**config.mk**
```make
export PLATFORM = sky130hd
export DESIGN_NAME = reg_op_sequencer_flat
export DESIGN_NICKNAME = d
export VERILOG_FILES = /design/src/rtl/reg_seq_pkg.sv /design/src/rtl/reg_op_sequencer_if.sv /design/src/rtl/reg_op_sequencer_sync_fifo.sv /design/src/rtl/reg_op_sequencer.sv /design/src/flat_wrapper.sv
export SDC_FILE = /design/constraint.sdc
export NUM_CORES = 1
export LEC_CHECK = 0
export ABC_AREA = 1
export ABC_CLOCK_PERIOD_IN_PS = 3700
export CAP_MARGIN = 40
export CORE_MARGIN = 2
export CORE_UTILIZATION = 57
export DETAILED_ROUTE_END_ITERATION = 16
export PLACE_DENSITY = 0.79
export SYNTH_ARGS = -nofsm -noshare
export SYNTH_HDL_FRONTEND = slang
export SYNTH_HIERARCHICAL = 1
export SYNTH_SLANG_ARGS = --single-unit
```
**constraint.sdc**
```tcl
create_clock -name clk -period 3.7 [get_ports clk]
set_clock_uncertainty 0.2 [all_clocks]
set_input_delay 1.11 -clock clk [delete_from_list [all_inputs] [get_ports clk]]
set_output_delay 1.11 -clock clk [all_outputs]
set_load 0.01 [all_outputs]
```
**src/rtl/reg_seq_pkg.sv**
```systemverilog
// Shared definitions for the register-operation sequencer: opcodes, FSM
// states and the layout of a buffered command word.
package reg_seq_pkg;

   localparam int OP_W = 3;

   localparam logic [OP_W-1:0] OP_NOP  = 3'd0;
   localparam logic [OP_W-1:0] OP_CLR  = 3'd1;
   localparam logic [OP_W-1:0] OP_LOAD = 3'd2;
   localparam logic [OP_W-1:0] OP_INC  = 3'd3;
   localparam logic [OP_W-1:0] OP_DEC  = 3'd4;
   localparam logic [OP_W-1:0] OP_SHR  = 3'd5;
   localparam logic [OP_W-1:0] OP_SHL  = 3'd6;
   localparam logic [OP_W-1:0] OP_RSVD = 3'd7;

   typedef enum logic {
      S_IDLE  = 1'b0,
      S_ISSUE = 1'b1
   } state_e;

   // Command word layout, MSB to LSB: {op, data, rpt, fill}.
   function automatic int cmd_width(input int data_w, input int cnt_w);
      return OP_W + data_w + cnt_w + 1;
   endfunction

   // Opcodes that are accepted but produce no register operation.
   function automatic logic is_drop_op(input logic [OP_W-1:0] op);
      return (op == OP_NOP) || (op == OP_RSVD);
   endfunction

   // Opcodes whose strobe is repeated rpt times.
   function automatic logic is_rpt_op(input logic [OP_W-1:0] op);
      return (op == OP_INC) || (op == OP_DEC) || (op == OP_SHR) || (op == OP_SHL);
   endfunction

endpackage

```
**src/rtl/reg_op_sequencer_if.sv**
```systemverilog
// Command valid/ready bus feeding the sequencer's command FIFO.
interface reg_op_sequencer_if #(
   parameter int DATA_W = 4,
   parameter int CNT_W  = 4
);
   import reg_seq_pkg::*;

   logic              cmd_valid;
   logic              cmd_ready;
   logic [OP_W-1:0]   cmd_op;
   logic [DATA_W-1:0] cmd_data;
   logic [CNT_W-1:0]  cmd_rpt;
   logic              cmd_fill;

   modport master (
      output cmd_valid, cmd_op, cmd_data, cmd_rpt, cmd_fill,
      input  cmd_ready
   );

   modport slave (
      input  cmd_valid, cmd_op, cmd_data, cmd_rpt, cmd_fill,
      output cmd_ready
   );

endinterface

```
**src/rtl/reg_op_sequencer_sync_fifo.sv**
```systemverilog
// Small first-word-fall-through FIFO with synchronous reset and flush.
// Pointers carry one extra wrap bit so full and empty are distinguishable.
module sync_fifo #(
   parameter int WIDTH = 8,
   parameter int DEPTH = 4
) (
   input  logic             clk,
   input  logic             rst,
   input  logic             flush_i,
   input  logic             push_i,
   input  logic [WIDTH-1:0] wdata_i,
   input  logic             pop_i,
   output logic [WIDTH-1:0] rdata_o,
   output logic             full_o,
   output logic             empty_o
);

   localparam int AW = $clog2(DEPTH);

   logic [AW:0]      wr_ptr_q, wr_ptr_d;
   logic [AW:0]      rd_ptr_q, rd_ptr_d;
   logic [WIDTH-1:0] mem_q [DEPTH];
   logic             do_push_s;
   logic             do_pop_s;

   assign full_o  = (wr_ptr_q[AW] != rd_ptr_q[AW]) &&
                    (wr_ptr_q[AW-1:0] == rd_ptr_q[AW-1:0]);
   assign empty_o = (wr_ptr_q == rd_ptr_q);
   assign rdata_o = mem_q[rd_ptr_q[AW-1:0]];

   // Qualify push/pop against the flags and compute next pointers; flush wins.
   always_comb begin
      do_push_s = 1'b0;
      do_pop_s  = 1'b0;
      wr_ptr_d  = wr_ptr_q;
      rd_ptr_d  = rd_ptr_q;
      if (flush_i) begin
         wr_ptr_d = {(AW+1){1'b0}};
         rd_ptr_d = {(AW+1){1'b0}};
      end else begin
         do_push_s = push_i && !full_o;
         do_pop_s  = pop_i && !empty_o;
         if (do_push_s) begin
            wr_ptr_d = wr_ptr_q + {{AW{1'b0}}, 1'b1};
         end else begin
            wr_ptr_d = wr_ptr_q;
         end
         if (do_pop_s) begin
            rd_ptr_d = rd_ptr_q + {{AW{1'b0}}, 1'b1};
         end else begin
            rd_ptr_d = rd_ptr_q;
         end
      end
   end

   // Pointer registers.
   always_ff @(posedge clk) begin
      if (rst) begin
         wr_ptr_q <= {(AW+1){1'b0}};
         rd_ptr_q <= {(AW+1){1'b0}};
      end else begin
         wr_ptr_q <= wr_ptr_d;
         rd_ptr_q <= rd_ptr_d;
      end
   end

   // Storage write; contents are don't-care while the FIFO is empty.
   always_ff @(posedge clk) begin
      if (do_push_s) begin
         mem_q[wr_ptr_q[AW-1:0]] <= wdata_i;
      end
   end

endmodule

```
**src/rtl/reg_op_sequencer.sv**
```systemverilog
// Command sequencer in front of the 4-bit control register. Buffered commands
// are expanded into one registered control strobe per clock; a command's last
// strobe pops the next command in the same cycle so repeats run back to back.
module reg_op_sequencer
   import reg_seq_pkg::*;
#(
   parameter int DEPTH  = 4,
   parameter int CNT_W  = 4,
   parameter int DATA_W = 4
) (
   input  logic              clk,
   input  logic              rst,
   reg_op_sequencer_if.slave cmd_if,
   input  logic              abort,
   output logic              cl,
   output logic              ld,
   output logic              inc,
   output logic              dec,
   output logic              sr,
   output logic              sl,
   output logic              ir,
   output logic              il,
   output logic [DATA_W-1:0] reg_in,
   output logic              busy,
   output logic              done
);

   localparam int CMD_W = cmd_width(DATA_W, CNT_W);

   logic [CMD_W-1:0]  push_word_s, head_word_s;
   logic              full_s, empty_s, push_s, pop_s, take_s;
   logic [OP_W-1:0]   head_op_s;
   logic [DATA_W-1:0] head_data_s;
   logic [CNT_W-1:0]  head_rpt_s, head_rem_s;
   logic              head_fill_s;

   state_e            state_q, state_d;
   logic [OP_W-1:0]   op_q, op_d;
   logic [DATA_W-1:0] data_q, data_d;
   logic              fill_q, fill_d;
   logic [CNT_W-1:0]  rem_q, rem_d;
   logic              cl_q, cl_d, ld_q, ld_d, inc_q, inc_d, dec_q, dec_d;
   logic              sr_q, sr_d, sl_q, sl_d, ir_q, ir_d, il_q, il_d;
   logic [DATA_W-1:0] reg_in_q, reg_in_d;
   logic              done_q, done_d;

   assign cmd_if.cmd_ready = !full_s;
   assign push_s      = cmd_if.cmd_valid && !full_s;
   assign push_word_s = {cmd_if.cmd_op, cmd_if.cmd_data, cmd_if.cmd_rpt, cmd_if.cmd_fill};

   assign head_op_s   = head_word_s[CMD_W-1 -: OP_W];
   assign head_data_s = head_word_s[CNT_W+1 +: DATA_W];
   assign head_rpt_s  = head_word_s[1 +: CNT_W];
   assign head_fill_s = head_word_s[0];

   sync_fifo #(
      .WIDTH (CMD_W),
      .DEPTH (DEPTH)
   ) u_cmd_fifo (
      .clk     (clk),
      .rst     (rst),
      .flush_i (abort),
      .push_i  (push_s),
      .wdata_i (push_word_s),
      .pop_i   (pop_s),
      .rdata_o (head_word_s),
      .full_o  (full_s),
      .empty_o (empty_s)
   );

   // Number of strobes the head command will issue; rpt=0 still issues once.
   always_comb begin
      head_rem_s = CNT_W'(1);
      if (is_rpt_op(head_op_s) && (head_rpt_s != {CNT_W{1'b0}})) begin
         head_rem_s = head_rpt_s;
      end else begin
         head_rem_s = CNT_W'(1);
      end
   end

   // FSM next state, command pop and next strobe values; abort clears all.
   always_comb begin
      state_d  = state_q;
      op_d     = op_q;
      data_d   = data_q;
      fill_d   = fill_q;
      rem_d    = rem_q;
      take_s   = 1'b0;
      pop_s    = 1'b0;
      cl_d     = 1'b0;
      ld_d     = 1'b0;
      inc_d    = 1'b0;
      dec_d    = 1'b0;
      sr_d     = 1'b0;
      sl_d     = 1'b0;
      ir_d     = 1'b0;
      il_d     = 1'b0;
      reg_in_d = {DATA_W{1'b0}};
      done_d   = 1'b0;
      if (abort) begin
         state_d = S_IDLE;
         rem_d   = {CNT_W{1'b0}};
      end else begin
         case (state_q)
            S_IDLE: begin
               take_s = !empty_s;
            end
            S_ISSUE: begin
               case (op_q)
                  OP_CLR:  cl_d  = 1'b1;
                  OP_LOAD: begin
                     ld_d     = 1'b1;
                     reg_in_d = data_q;
                  end
                  OP_INC:  inc_d = 1'b1;
                  OP_DEC:  dec_d = 1'b1;
                  OP_SHR:  begin
                     sr_d = 1'b1;
                     ir_d = fill_q;
                  end
                  OP_SHL:  begin
                     sl_d = 1'b1;
                     il_d = fill_q;
                  end
                  default: cl_d = 1'b0;
               endcase
               rem_d = rem_q - CNT_W'(1);
               if (rem_q == CNT_W'(1)) begin
                  done_d = 1'b1;
                  if (!empty_s) begin
                     take_s = 1'b1;
                  end else begin
                     state_d = S_IDLE;
                  end
               end else begin
                  done_d = 1'b0;
               end
            end
            default: state_d = S_IDLE;
         endcase
         // Pop the head into the current-command registers; drop-ops idle.
         if (take_s) begin
            pop_s   = 1'b1;
            op_d    = head_op_s;
            data_d  = head_data_s;
            fill_d  = head_fill_s;
            rem_d   = head_rem_s;
            state_d = is_drop_op(head_op_s) ? S_IDLE : S_ISSUE;
         end else begin
            pop_s = 1'b0;
         end
      end
   end

   // State, current command and registered strobe outputs.
   always_ff @(posedge clk) begin
      if (rst) begin
         state_q  <= S_IDLE;
         op_q     <= OP_NOP;
         data_q   <= {DATA_W{1'b0}};
         fill_q   <= 1'b0;
         rem_q    <= {CNT_W{1'b0}};
         cl_q     <= 1'b0;
         ld_q     <= 1'b0;
         inc_q    <= 1'b0;
         dec_q    <= 1'b0;
         sr_q     <= 1'b0;
         sl_q     <= 1'b0;
         ir_q     <= 1'b0;
         il_q     <= 1'b0;
         reg_in_q <= {DATA_W{1'b0}};
         done_q   <= 1'b0;
      end else begin
         state_q  <= state_d;
         op_q     <= op_d;
         data_q   <= data_d;
         fill_q   <= fill_d;
         rem_q    <= rem_d;
         cl_q     <= cl_d;
         ld_q     <= ld_d;
         inc_q    <= inc_d;
         dec_q    <= dec_d;
         sr_q     <= sr_d;
         sl_q     <= sl_d;
         ir_q     <= ir_d;
         il_q     <= il_d;
         reg_in_q <= reg_in_d;
         done_q   <= done_d;
      end
   end

   assign cl     = cl_q;
   assign ld     = ld_q;
   assign inc    = inc_q;
   assign dec    = dec_q;
   assign sr     = sr_q;
   assign sl     = sl_q;
   assign ir     = ir_q;
   assign il     = il_q;
   assign reg_in = reg_in_q;
   assign done   = done_q;
   assign busy   = (state_q == S_ISSUE) || !empty_s;

endmodule

```
**src/flat_wrapper.sv**
```systemverilog
// flat-port wrapper written by rule: the top's interface ports become plain ports
module reg_op_sequencer_flat import reg_seq_pkg::*;
#(
   parameter int DEPTH  = 4,
   parameter int CNT_W  = 4,
   parameter int DATA_W = 4
)
  (clk, rst, abort, cl, ld, inc, dec, sr, sl, ir, il, reg_in, busy, done, cmd_if_cmd_valid, cmd_if_cmd_op, cmd_if_cmd_data, cmd_if_cmd_rpt, cmd_if_cmd_fill, cmd_if_cmd_ready);
  reg_op_sequencer_if #(.DATA_W(DATA_W), .CNT_W(CNT_W)) cmd_if_i ();
  input  logic clk;
  input  logic rst;
  input  logic abort;
  output logic cl;
  output logic ld;
  output logic inc;
  output logic dec;
  output logic sr;
  output logic sl;
  output logic ir;
  output logic il;
  output logic [DATA_W-1:0] reg_in;
  output logic busy;
  output logic done;
  input wire logic [$bits(cmd_if_i.cmd_valid)-1:0] cmd_if_cmd_valid;
  input wire logic [$bits(cmd_if_i.cmd_op)-1:0] cmd_if_cmd_op;
  input wire logic [$bits(cmd_if_i.cmd_data)-1:0] cmd_if_cmd_data;
  input wire logic [$bits(cmd_if_i.cmd_rpt)-1:0] cmd_if_cmd_rpt;
  input wire logic [$bits(cmd_if_i.cmd_fill)-1:0] cmd_if_cmd_fill;
  output wire logic [$bits(cmd_if_i.cmd_ready)-1:0] cmd_if_cmd_ready;
  assign cmd_if_i.cmd_valid = cmd_if_cmd_valid;
  assign cmd_if_i.cmd_op = cmd_if_cmd_op;
  assign cmd_if_i.cmd_data = cmd_if_cmd_data;
  assign cmd_if_i.cmd_rpt = cmd_if_cmd_rpt;
  assign cmd_if_i.cmd_fill = cmd_if_cmd_fill;
  assign cmd_if_cmd_ready = cmd_if_i.cmd_ready;
  reg_op_sequencer #(.DEPTH(DEPTH), .CNT_W(CNT_W), .DATA_W(DATA_W)) u_core (.clk(clk), .rst(rst), .cmd_if(cmd_if_i), .abort(abort), .cl(cl), .ld(ld), .inc(inc), .dec(dec), .sr(sr), .sl(sl), .ir(ir), .il(il), .reg_in(reg_in), .busy(busy), .done(done));
endmodule
```
# [Yosys cells after proc, flatten, opt, wreduce, memory -nomap -nowiden]
# Memory sizes are Yosys's and may differ from the RTL's. A register that Yosys moved wholly into a read port is not among the register bits.
# Cells that the tools add are included.
[classes] n_addsub=3 eq_ne=15 n_mux=25 bitwise_logic=5 reduce_logical=21
[ops] operator="equality test 3 bit (second input constant)" count=7
[ops] operator="two-way mux 1 bit" count=19
[ops] operator="two-way mux 4 bit" count=3
[ops] operator="OR reduction 4 bit" count=3
[ops] operator="equality test 3 x 2 -> 1 bit (second input constant)" count=3
[ops] operator="adder 3 x 1 -> 3 bit (second input constant)" count=2
[ops] operator="logical AND 1 bit" count=5
[ops] operator="logical OR 1 bit" count=5
[ops] operator="NOT 1 bit" count=5
[ops] operator="equality test 4 x 1 -> 1 bit (second input constant)" count=1
[ops] operator="two-way mux 2 bit" count=2
[ops] operator="nonzero test 4 bit" count=1
[ops] operator="subtractor 4 x 1 -> 4 bit (second input constant)" count=1
[ops] operator="equality test 3 x 1 -> 1 bit (second input constant)" count=1
[ops] operator="equality test 3 bit" count=1
[ops] operator="logical NOT 3 bit" count=1
[ops] operator="OR reduction 3 bit" count=1
[ops] operator="equality test 2 bit" count=1
[ops] operator="logical NOT 1 bit" count=2
[ops] operator="case mux 1 bit (2 select lines)" count=1
[ops] operator="AND reduction 2 bit" count=1
[ops] operator="nonzero test 2 bit" count=1
[ops] operator="OR reduction 2 bit" count=1
[ops] operator="inequality test 1 bit" count=1
[word_totals] reg_bits=32 ramBits=48 in_bits=16 word_cells=87 n_memories=1
[mem_list] name="u_core.u_cmd_fifo.mem_q" depth=4 word_bits=12 rd=1 rd_clocked_by_memory_dff=1 wr=1 line="reg_op_sequencer_sync_fifo.sv:22" rtl="logic [WIDTH-1:0] mem_q [DEPTH];"

# [Longest topological paths before layout]
[logic_depth] depth_word=10 mapped_depth=13

# [Modules after synthesis]
# The synthesis kept the hierarchy.
[by_module_without_submodules] module="sync_fifo" n_inst=1 cells_each=191 area_per_inst_um2=2273.4
[by_module_without_submodules] module="reg_op_sequencer" n_inst=1 cells_each=137 area_per_inst_um2=1128.6

# [Worst setup path after synthesis]
# OpenSTA, ideal clock, no wires.
[synth_timing] kind="input -> register" start="input cmd_if_cmd_valid" end="memory u_core/u_cmd_fifo/mem_q[3][0] in the netlist's numbering (enable)" setup_time_ps=396 arrival_ps=2408 setup_slack_ps=695 cell_stages=4 n_path_buf=0 path_cell_list="inv_1 -> nor2_1 -> nand2_1 -> nor3_1"
[synth_via] elab_chain_cells=5
[synth_rtl] item="start: declaration" line="flat_wrapper.sv:24" rtl="input wire logic [$bits(cmd_if_i.cmd_valid)-1:0] cmd_if_cmd_valid;"
[synth_rtl] item="logical AND 1 bit" line="reg_op_sequencer.sv:48" rtl="assign push_s = cmd_if.cmd_valid && !full_s;"
[synth_rtl] item="net u_core.push_s" line="reg_op_sequencer.sv:31" rtl="logic full_s, empty_s, push_s, pop_s, take_s;"
[synth_rtl] item="logical AND 1 bit" line="reg_op_sequencer_sync_fifo.sv:41" rtl="do_push_s = push_i && !full_o;"
[synth_rtl] item="two-way mux 1 bit" line="reg_op_sequencer_sync_fifo.sv:37" rtl="if (flush_i) begin"
[synth_rtl] item="two-way mux 1 bit" line="reg_op_sequencer_sync_fifo.sv:69" rtl="if (do_push_s) begin"
[synth_rtl] item="two-way mux 1 bit (implied by the code)" line="reg_op_sequencer_sync_fifo.sv:70" rtl="mem_q[wr_ptr_q[AW-1:0]] <= wdata_i;"
[synth_rtl] item="end: declaration" line="reg_op_sequencer_sync_fifo.sv:22"
# The timed path passes the listed nets, and every way through them passes these cells.

# [Worst setup path after layout]
[layout_timing] start="register u_core.u_cmd_fifo.wr_ptr_q[1]" end="output busy"
[layout_via] elab_chain_cells=3
[layout_rtl] item="start: declaration" line="reg_op_sequencer_sync_fifo.sv:20" rtl="logic [AW:0] wr_ptr_q, wr_ptr_d;"
[layout_rtl] item="start signal: assignment" line="reg_op_sequencer_sync_fifo.sv:59" rtl="wr_ptr_q <= {(AW+1){1'b0}};"
[layout_rtl] item="start signal: assignment" line="reg_op_sequencer_sync_fifo.sv:62" rtl="wr_ptr_q <= wr_ptr_d;"
[layout_rtl] item="equality test 3 bit" line="reg_op_sequencer_sync_fifo.sv:28" rtl="assign empty_o = (wr_ptr_q == rd_ptr_q);"
[layout_rtl] item="net u_core.empty_s" line="reg_op_sequencer.sv:31"
[layout_rtl] item="logical NOT 1 bit" line="reg_op_sequencer.sv:202" rtl="assign busy = (state_q == S_ISSUE) || !empty_s;"
[layout_rtl] item="logical OR 1 bit" line="reg_op_sequencer.sv:202"
[layout_rtl] item="end: declaration" line="flat_wrapper.sv:22" rtl="output logic busy;"
# The timed path passes the listed nets, and every way through them passes these cells.

==> results.json <==
{
  "worst_r2r_path_depth": 11,
  "cp_cell_sequence": "inv_1 -> nand2_1 -> nand2_2 -> nand3_4 -> inv_1 -> inv_1 -> nor2_1 -> inv_2 -> clkdlybuf4s50_1",
  "critical_path.max_fanout": 7,
  "fmax_ghz": 0.2855,
  "grt_use_total_pct": 21.07,
  "wl_per_cell_um": 13.75,
  "worstReg2RegEnd": "u_core/rem_q[2]",
  "fp.coreArea_um2": 5851,
  "yosys_warnings": 6,
  "fin_ws_ns": 0.1970,
  "crit_start": "u_core/u_cmd_fifo/wr_ptr_q[1]",
  "post_synth_inst_count": 328,
  "numPortBuffers": 30,
  "die-area_um2": 6602,
  "synth_fa_ha_area_share_pct": 2.574,
  "grt_pass1_wl_mm": 10.25,
  "maxCapViolCount": 0,
  "crit_top_cell": "inv_1",
  "dp_hpwl_mm": 4.308,
  "met2_length_mm": 3.169,
  "vias_per_cell": 5.247,
  "synth-xor-area-share_pct": 0.2574,
  "p_comb_share_pct": 6.9,
  "wl_met3_um": 246,
  "synth_compound_area_share_pct": 10.45,
  "synth_cell_types": 29,
  "drtIter0Drc": 134,
  "crit_path_end_kind": "output port",
  "cts_root_buf": "clkbuf_8",
  "drive_gt1_share_pct": 14.71,
  "ys_seq_area_share_pct": 62.38,
  "finish.instance_area_um2": 3995,
  "clkSinkCount": 82,
  "postCtsSetupBuffers": 0,
  "p_leak_nw": 1.440,
  "synth_top_family_by_area": "simple AND/OR/NAND/NOR gates",
  "clkSlewWorstSetupHoldPaths_ns": 0.09,
  "hp-start": "u_core/data_q[2]",
  "crit_end": "busy",
  "cp_slowest_stage_delay_ns": 0.49,
  "hold_violations": 0,
  "synth_fp_nets": 351,
  "route.detailed.drc": 0,
  "tritoncts": "done",
  "synthToLayoutAreaGrowth_pct": 17.43,
  "firstDrtPassIters": 4,
  "worst_pin_slew_ns": 0.5920,
  "final_nets": 392,
  "post_cts_resized": 0,
  "pwr-share-seq_pct": 58.1,
  "start_util_pct": 58.15,
  "antenna_found_initial": 0,
  "yosys.area_share.simple_pct": 18.65,
  "synth_area_um2": 3402,
  "diodes": 0,
  "num-fill-cells": 432,
  "fin_crit_ns": 3.503,
  "cts.path.max_buffers": 2,
  "via_count": 2356,
  "relSlewSlack_pct": 60.41,
  "hold_path.class": "flip-flop to flip-flop",
  "grt_max_degree": 26,
  "setup_tns_ns": 0,
  "top_layer": "met4",
  "cts_max_level": 3,
  "chipHeight_um": 81.26,
  "placementRows": 28,
  "avgSynthCellArea_um2": 10.37,
  "status": "finished, final reports clean",
  "grt.overflow.total": 0,
  "die_x_um": 81.26,
  "peakVddDrop_v": 0.0003184,
  "finalCritPeriodShare_pct": 94.67,
  "criticalPathCategory": "flip-flop to output port",
  "place.gp.congestion": 0.8478,
  "rsz0062_at_grt": "no",
  "synthMuxAreaShare_pct": 0,
  "p_switching_w": 0.0004228,
  "critical_path_arrival_ns": 2.19,
  "cts_made_buffers": 9,
  "met1Wirelength_mm": 2.646,
  "pre_cts_ws_ns": 0.5927,
  "r2r_slack_ns": 1.30,
  "setup_viol": 0,
  "grt_pass1_vias": 2232,
  "routed_wl_mm": 6.175,
  "final_max_slew_viol_count": 0,
  "final_util_pct": 68.28,
  "slowest_stage": "clkdlybuf4s50_1",
  "postPlaceCellArea_um2": 3810,
  "cts-hold-fix-buffers": 0,
  "ys_ff_latch": 82,
  "ant_nets": 0,
  "power-per-cell-area_nw_per_um2": 426.6,
  "ioPinCount": 31,
  "netSwitchingFraction_pct": 24.81,
  "start_kind": "flip-flop",
  "p_clk_share_pct": 35.0,
  "clk-insertion-delay-late_ns": 0.36,
  "worstPathRequired_ns": 2.39,
  "intPower_w": 0.001281
}
per-layer routing:
metal	GRT usage [%]	up-vias
li1	-	1194
met1	23.83	1090
met2	36.94	60
met3	5.667	12
met4	10.00	0
met5	0	-
sequential cells by signal, summed over array words and instances (netlist names), 3 cells and up, named ones only:
signal                      flops
u_core/data_q                   4
u_core/u_cmd_fifo/wr_ptr_q      3
u_core/reg_in                   4
u_core/op_q                     3
u_core/rem_q                    4
u_core/u_cmd_fifo/mem_q        48
u_core/u_cmd_fifo/rd_ptr_q      3
power groups by stage:
stage	Combinational, W	Clock, W	Sequential [W]
2_1_floorplan	0.0000749	0	0.00101
3_3_place_gp	0.000113	0	0.00101
3_5_place_dp	0.000117	0	0.00101
4_1_cts	0.000118	0.000607	0.000991
5_1_grt	0.000132	0.000643	0.000993
6_report	0.000117	0.000596	0.000991
through the flow:
step                total power (W)  instances  hold WS [ns]
CTS                        0.001716        449        0.2373
finish                     0.001704        449        0.2377
detailed placement         0.001129        433        0.2245
global route               0.001768        449        0.2649
global placement           0.001125        433        0.2182
floorplan                  0.001085        328        0.2084
cells in the mapped netlist, drive strengths merged:
| master | count | area [um2] |
|---|---|---|
| nor3 | 5 | 36.29 |
| nand4 | 1 | 6.260 |
| o2bb2ai | 1 | 8.760 |
| clkbuf | 2 | 7.510 |
| o21ai | 26 | 130.1 |
| inv | 37 | 138.9 |
| nand2 | 62 | 275.3 |
| dfxtp | 34 | 680.7 |
| nand3b | 1 | 11.26 |
| a21oi | 20 | 141.4 |
| clkinv | 1 | 16.27 |
| buf | 5 | 31.28 |
| nand3 | 13 | 90.08 |
| xor2 | 1 | 8.760 |
| nor2 | 48 | 190.2 |
| nor4 | 4 | 25.02 |
| edfxtp | 48 | 1441 |
| o22ai | 12 | 75.07 |
| ha | 7 | 87.58 |
kinds of logic after synthesis:
family	Yosys count
compound gates	59
xor+xnor	1
fa+ha+maj	7
buf+inv	45
flops	82
simple gates	134
area by class of cell:
cell class              instances  area, um2  share of cell area, %
multi-input cells             201       1086                  27.18
inverters                      38      155.1                  3.884
well taps                      75      93.84                  2.349
repair buffers                 37      352.8                  8.832
clock buffers                   9      123.9                  3.101
clock inverters                 7      61.31                  1.535
flip-flops and latches         82       2122                  53.12
cells in the final DEF (no fill, tap or decap), drive strengths merged:
cell type / synthesis / final
a21oi: 20 / 20
buf: 5 / 7
clkbuf: 2 / 9
clkdlybuf4s50: 0 / 30
clkinv: 1 / 3
clkinvlp: 0 / 2
dfxtp: 34 / 34
edfxtp: 48 / 48
ha: 7 / 7
inv: 37 / 40
nand2: 62 / 62
nand3: 13 / 13
nand3b: 1 / 1
nand4: 1 / 1
nor2: 48 / 48
nor3: 5 / 5
nor4: 4 / 4
o21ai: 26 / 26
o22ai: 12 / 12
o2bb2ai: 1 / 1
xor2: 1 / 1
critical path: cells and delay by family, from the launching register on:
kind	cells	cell delay, ns
buffers and inverters	5	0.92
flip-flops	1	0.36
AND/OR/NAND/NOR	4	0.57
how the worst min path moves through the flow:
stage / slack [ns] / endpoint / cells past startpoint
after global placement: 0.22 / u_core/reg_in[2] / 2
final: 0.24 / u_core/reg_in[2] / 2
after detailed placement: 0.22 / u_core/reg_in[2] / 2
after global routing: 0.26 / u_core/reg_in[2] / 2
after floorplan: 0.21 / u_core/reg_in[0] / 2
after CTS: 0.24 / u_core/reg_in[2] / 2
(Power assumes the default switching activity.)
==> variant 1 (config.mk and constraints unchanged) <==
`CNT_W` is set to 4 in 3 places; all go to 6.
--- a/src/rtl/reg_op_sequencer_if.sv
+++ b/src/rtl/reg_op_sequencer_if.sv
@@ -2,5 +2,5 @@
 interface reg_op_sequencer_if #(
    parameter int DATA_W = 4,
-   parameter int CNT_W  = 4
+   parameter int CNT_W  = 6
 );
    import reg_seq_pkg::*;
--- a/src/rtl/reg_op_sequencer.sv
+++ b/src/rtl/reg_op_sequencer.sv
@@ -6,5 +6,5 @@
 #(
    parameter int DEPTH  = 4,
-   parameter int CNT_W  = 4,
+   parameter int CNT_W  = 6,
    parameter int DATA_W = 4
 ) (
--- a/src/flat_wrapper.sv
+++ b/src/flat_wrapper.sv
@@ -3,5 +3,5 @@
 #(
    parameter int DEPTH  = 4,
-   parameter int CNT_W  = 4,
+   parameter int CNT_W  = 6,
    parameter int DATA_W = 4
 )
Ports: changed (resized cmd_if_cmd_rpt); port bits go from 31 to 33. No check against the original RTL was run, so the function may have changed too.
==> variant 1 against the unedited design <==
Design area rose by 11%; global-route usage fell by 1.5 points; synthesized area rose by 12%; count of clock-buffer cells in the layout did not move; power rose by 16%; worst setup slack improved by 0.0049 ns; sequential cell count rose by 10; non-clock buffer count did not move; wire length rose by 11%; highest routed layer unchanged.
==> variant 1: results (changes against the unedited design) <==
| Metric | Value |
|---|---|
| Vias | `2692 (was 2356)` |
| Drt wl/cell | `13.6 um (was 13.8 um)` |
| Rel. slew slack | `0.661 (was 0.604)` |
| Met2 wire length | `3400 um (was 3170 um)` |
| CP max FO | `10 (was 7)` |
| Placed Cells | `485 (was 433)` |
| Flip-flop count of the largest register after layout | `56 (was 48)` |
| Routed met3 length | `311 um (was 246 um)` |
| PnR worst setup slack | `0.202 ns (was 0.197 ns)` |
| Synth Area in XOR/XNOR | `0.00230 (was 0.00257)` |
| Syn Nets | `404 (was 351)` |
| PortBufs | `32 (was 30)` |
| Final hold slack | `0.229 ns (was 0.238 ns)` |
| Synth cell count leaders | `nand2_1, edfxtp_1, nor2_1 (unchanged)` |
| VDD IR max | `0.260 mV (was 0.318 mV)` |
| Nets | `444 (was 392)` |
| Vias in the first global route | `2444 (was 2232)` |
| Seq/Total Area, Yosys | `0.632 (was 0.624)` |
| Synth Area in Compound Gates | `0.0978 (was 0.104)` |
| Pleak | `1.64 nW (was 1.44 nW)` |
| Fraction of layout cells with a size suffix above 1 | `0.0920 (was 0.147)` |
| Synth top area cells | `edfxtp_1, dfxtp_1, nand2_1, nor2_1, o21ai_0 (unchanged)` |
| Outcome | `finished, final reports clean (unchanged)` |
| Synth Area in Adders | `0.0230 (was 0.0257)` |
| Placed cell area | `4220 um2 (was 3810 um2)` |
| Hpwl dp | `4450 um (was 4310 um)` |
| Fillcell total | `473 (was 432)` |
| Fin util | `0.694 (was 0.683)` |
| Initial DRC count | `183 (was 134)` |
| First-pass GRT wire length | `11100 um (was 10300 um)` |
| Post-synth EDFFs | `56 (was 48)` |
variant 1: changes by cell type in the layout (fill, tap and decap cells not counted), sizes merged, moves of 4 or more:
cell	before	now
edfxtp	48	56
nor2	48	56
nand2	62	69
nand3	13	24
inv	40	44
o21ai	26	32
variant 1: final cells by class:
type,instances,area share
sequential,92,0.542
inverter,44,0.0384
multi-input combinational,235,0.269
clock buffer,9,0.0280
timing repair buffer,37,0.0808
tap,77,0.0217
clock inverter,7,0.0203
variant 1: worst paths after layout:
path / start / endpoint / depth (start not counted)
worst max register to register: register / u_core/rem_q[0] / 10
worst min register to register: u_core/data_q[2] / u_core/reg_in[2] / 2
worst min-delay path: u_core/data_q[2] / u_core/reg_in[2] / 2
worst max-delay path: u_core/u_cmd_fifo/wr_ptr_q[0] / busy / 9
variant 1: worst max-delay path: cells and delay by family, from the launching register on:
| family | cells | cell delay (ns) |
|---|---|---|
| buf+inv | 5 | 1.05 |
| simple gates | 4 | 0.36 |
| flops | 1 | 0.44 |
variant 1: cells by family after synthesis:
| family | count (synthesis) |
|---|---|
| flops | 92 |
| xor+xnor | 1 |
| buf+inv | 52 |
| simple gates | 159 |
| fa+ha+maj | 7 |
| compound gates | 68 |
variant 1: power by group:
part / internal, mW / leakage (nW) / switching, mW
Combinational: 0.0549 / 0.730 / 0.0847
Clock: 0.378 / 0.107 / 0.339
Sequential: 1.11 / 0.800 / 0.0120
Total: 1.54 / 1.64 / 0.436
variant 1: metal layers:
metal / up-vias / track usage
met5: - / 0
met4: 0 / 0.0794
met3: 8 / 0.0443
met2: 80 / 0.325
met1: 1250 / 0.249
li1: 1354 / -
==> variant 2 (config.mk and constraints unchanged) <==
Without the edit above. Reset style: asynchronous (`rst`), changed in 2 clocked blocks. Comments in the files are not updated.
--- a/src/rtl/reg_op_sequencer_sync_fifo.sv
+++ b/src/rtl/reg_op_sequencer_sync_fifo.sv
@@ -55,5 +55,5 @@
 
    // Pointer registers.
-   always_ff @(posedge clk) begin
+   always_ff @(posedge clk or posedge rst) begin
       if (rst) begin
          wr_ptr_q <= {(AW+1){1'b0}};
--- a/src/rtl/reg_op_sequencer.sv
+++ b/src/rtl/reg_op_sequencer.sv
@@ -154,5 +154,5 @@
 
    // State, current command and registered strobe outputs.
-   always_ff @(posedge clk) begin
+   always_ff @(posedge clk or posedge rst) begin
       if (rst) begin
          state_q  <= S_IDLE;
Formal check against the unedited RTL: differs if rst is asserted again (counterexample within 4 cycles, from zero or initial values and one cycle with rst high); with rst held inactive, the same outputs for 4 cycles.
==> variant 2 against the unedited design <==
Synthesized cell count shrank 3.0%; design area up 0.56%; fmax grew 4.1%; worst setup slack improved by 0.14 ns; synthesized area rose by 1.5%; sequential cell count is 2 lower; count of clock-buffer cells in the layout grew 3; wire length is 3.9% lower.
Power is not compared: it rests on default switching activity, and its combinational part moved more than twofold at a synthesized area within 25%.
==> variant 2: results (changes against the unedited design) <==
| Metric | Value |
|---|---|
| Library cells used by synthesis | `30 (was 29)` |
| Synth top area cells | `edfxtp_1, dfrtp_1, nand2_1, nor2_1, inv_1 (was edfxtp_1, dfxtp_1, nand2_1, nor2_1, o21ai_0)` |
| Synth Area in Adders | `0.0254 (was 0.0257)` |
| Drt pass-1 iters | `6 (was 4)` |
| Fraction of layout cells with a size suffix above 1 | `0.0997 (was 0.147)` |
| Synth Area in Compound Gates | `0.0718 (was 0.104)` |
| Outcome | `finished, final reports clean (unchanged)` |
| CP max FO | `13 (was 7)` |
| Arr. time, crit path | `2.05 ns (was 2.19 ns)` |
| Multiplexer share of the synthesized area | `0 (unchanged)` |
| Clk pin slew, worst setup/hold paths | `0.07 ns (was 0.09 ns)` |
| VDD IR max | `0.314 mV` |
| Total track usage | `0.203 (was 0.211)` |
| RePlAce Congestion | `0.821 (was 0.848)` |
| Worst hold path type | `register to register (unchanged)` |
| Nets | `380 (was 392)` |
| First-pass GRT wire length | `9890 um (was 10300 um)` |
| Seq/Total Area, Yosys | `0.650 (was 0.624)` |
| Largest net degree at the start of global routing | `28 (was 26)` |
| CTS resizes | `0 (unchanged)` |
| Flip-flop count of the largest register after layout | `48 (unchanged)` |
| Worst path top cell family by delay | `buffers and inverters (unchanged)` |
| CP peak stage delay | `0.48 ns` |
| H-tree levels | `3 (unchanged)` |
| Initial antenna violation count | `0 (unchanged)` |
| Pleak | `1.71 nW` |
| Initial DRC count | `150 (was 134)` |
| Skew-Pair Late Insertion Delay | `0.34 ns (was 0.36 ns)` |
| Vias | `2321 (was 2356)` |
| PortBufs | `30 (unchanged)` |
| Vias in the first global route | `2233 (was 2232)` |
| Drt total wl | `5930 um (was 6180 um)` |
| Synth cell count leaders | `nand2_1, edfxtp_1, nor2_1 (unchanged)` |
| Rel. slew slack | `0.726 (was 0.604)` |
| Ys async rst share | `0.400 (was 0)` |
| Fin util | `0.683 (about the same)` |
| Synth Area in XOR/XNOR | `0.0156 (was 0.00257)` |
| Syn Nets | `341 (was 351)` |
| Hpwl dp | `4130 um (was 4310 um)` |
-- variant 2: final cells by class --
class                   count  area (um2)
multi-input cells         193        1020
fillers                   452        1870
clock buffers              12         135
inverters                  36         135
flip-flops and latches     80        2240
repair buffers             37         373
well taps                  75        93.8
clock inverters             3        20.0
-- variant 2: kinds of logic (layout without fill, tap and decap cells) --
| kind of cell | count (synthesis) | after routing |
|---|---|---|
| simple gates | 140 | 140 |
| flops | 80 | 80 |
| buf+inv | 45 | 88 |
| compound gates | 42 | 42 |
| fa+ha+maj | 7 | 7 |
| xor+xnor | 4 | 4 |
-- variant 2: through the flow --
| step | instance area [um2] | setup WS [ns] | instances |
|---|---|---|---|
| 2_1_floorplan | 3450 | 1.05 | 318 |
| 3_3_place_gp | 3830 | 0.751 | 420 |
| 3_5_place_dp | 3860 | 0.696 | 421 |
| 4_1_cts | 4020 | 0.334 | 436 |
| 5_1_grt | 4020 | 0.230 | 436 |
| 6_report | 4020 | 0.335 | 436 |
-- variant 2: per-layer routing --
| metal | routed length (um) | share of wire | GRT usage |
|---|---|---|---|
| met1 | 2550 | 0.43 | 0.240 |
| met2 | 2920 | 0.49 | 0.345 |
| met3 | 382 | 0.064 | 0.0637 |
| met4 | 81 | 0.014 | 0.0867 |
| met5 | 0 | 0 | 0 |
-- variant 2: worst min-delay path, delay by kind of cell (launching register included) --
kind	cells	cell delay [ns]
DFF	1	0.35
and+or+nand+nor	2	0.10
-- variant 2: power breakdown --
group          switching, mW  leakage (nW)  internal [mW]  total, mW
logic                  0.231         0.769          0.151      0.382
registers             0.0659         0.865           1.03       1.10
clock network          0.278        0.0741          0.239      0.518
-- variant 2: path summary, 6_finish.rpt --
path | startpoint | endpoint | slack (ns) | depth (start not counted)
max | u_core/u_cmd_fifo/rd_ptr_q[1] | busy | 0.34 | 7
max reg2reg | u_core/u_cmd_fifo/rd_ptr_q[0] | u_core/rem_q[0] | 1.27 | 11
min | u_core/data_q[1] | u_core/data_q[1] | 0.28 | 2
min reg2reg | u_core/data_q[1] | u_core/data_q[1] | 0.28 | 2
min in group asynchronous | rst | u_core/rem_q[2] | 0.82 | 2
max in group asynchronous | rst | u_core/data_q[0] | 2.10 | 3
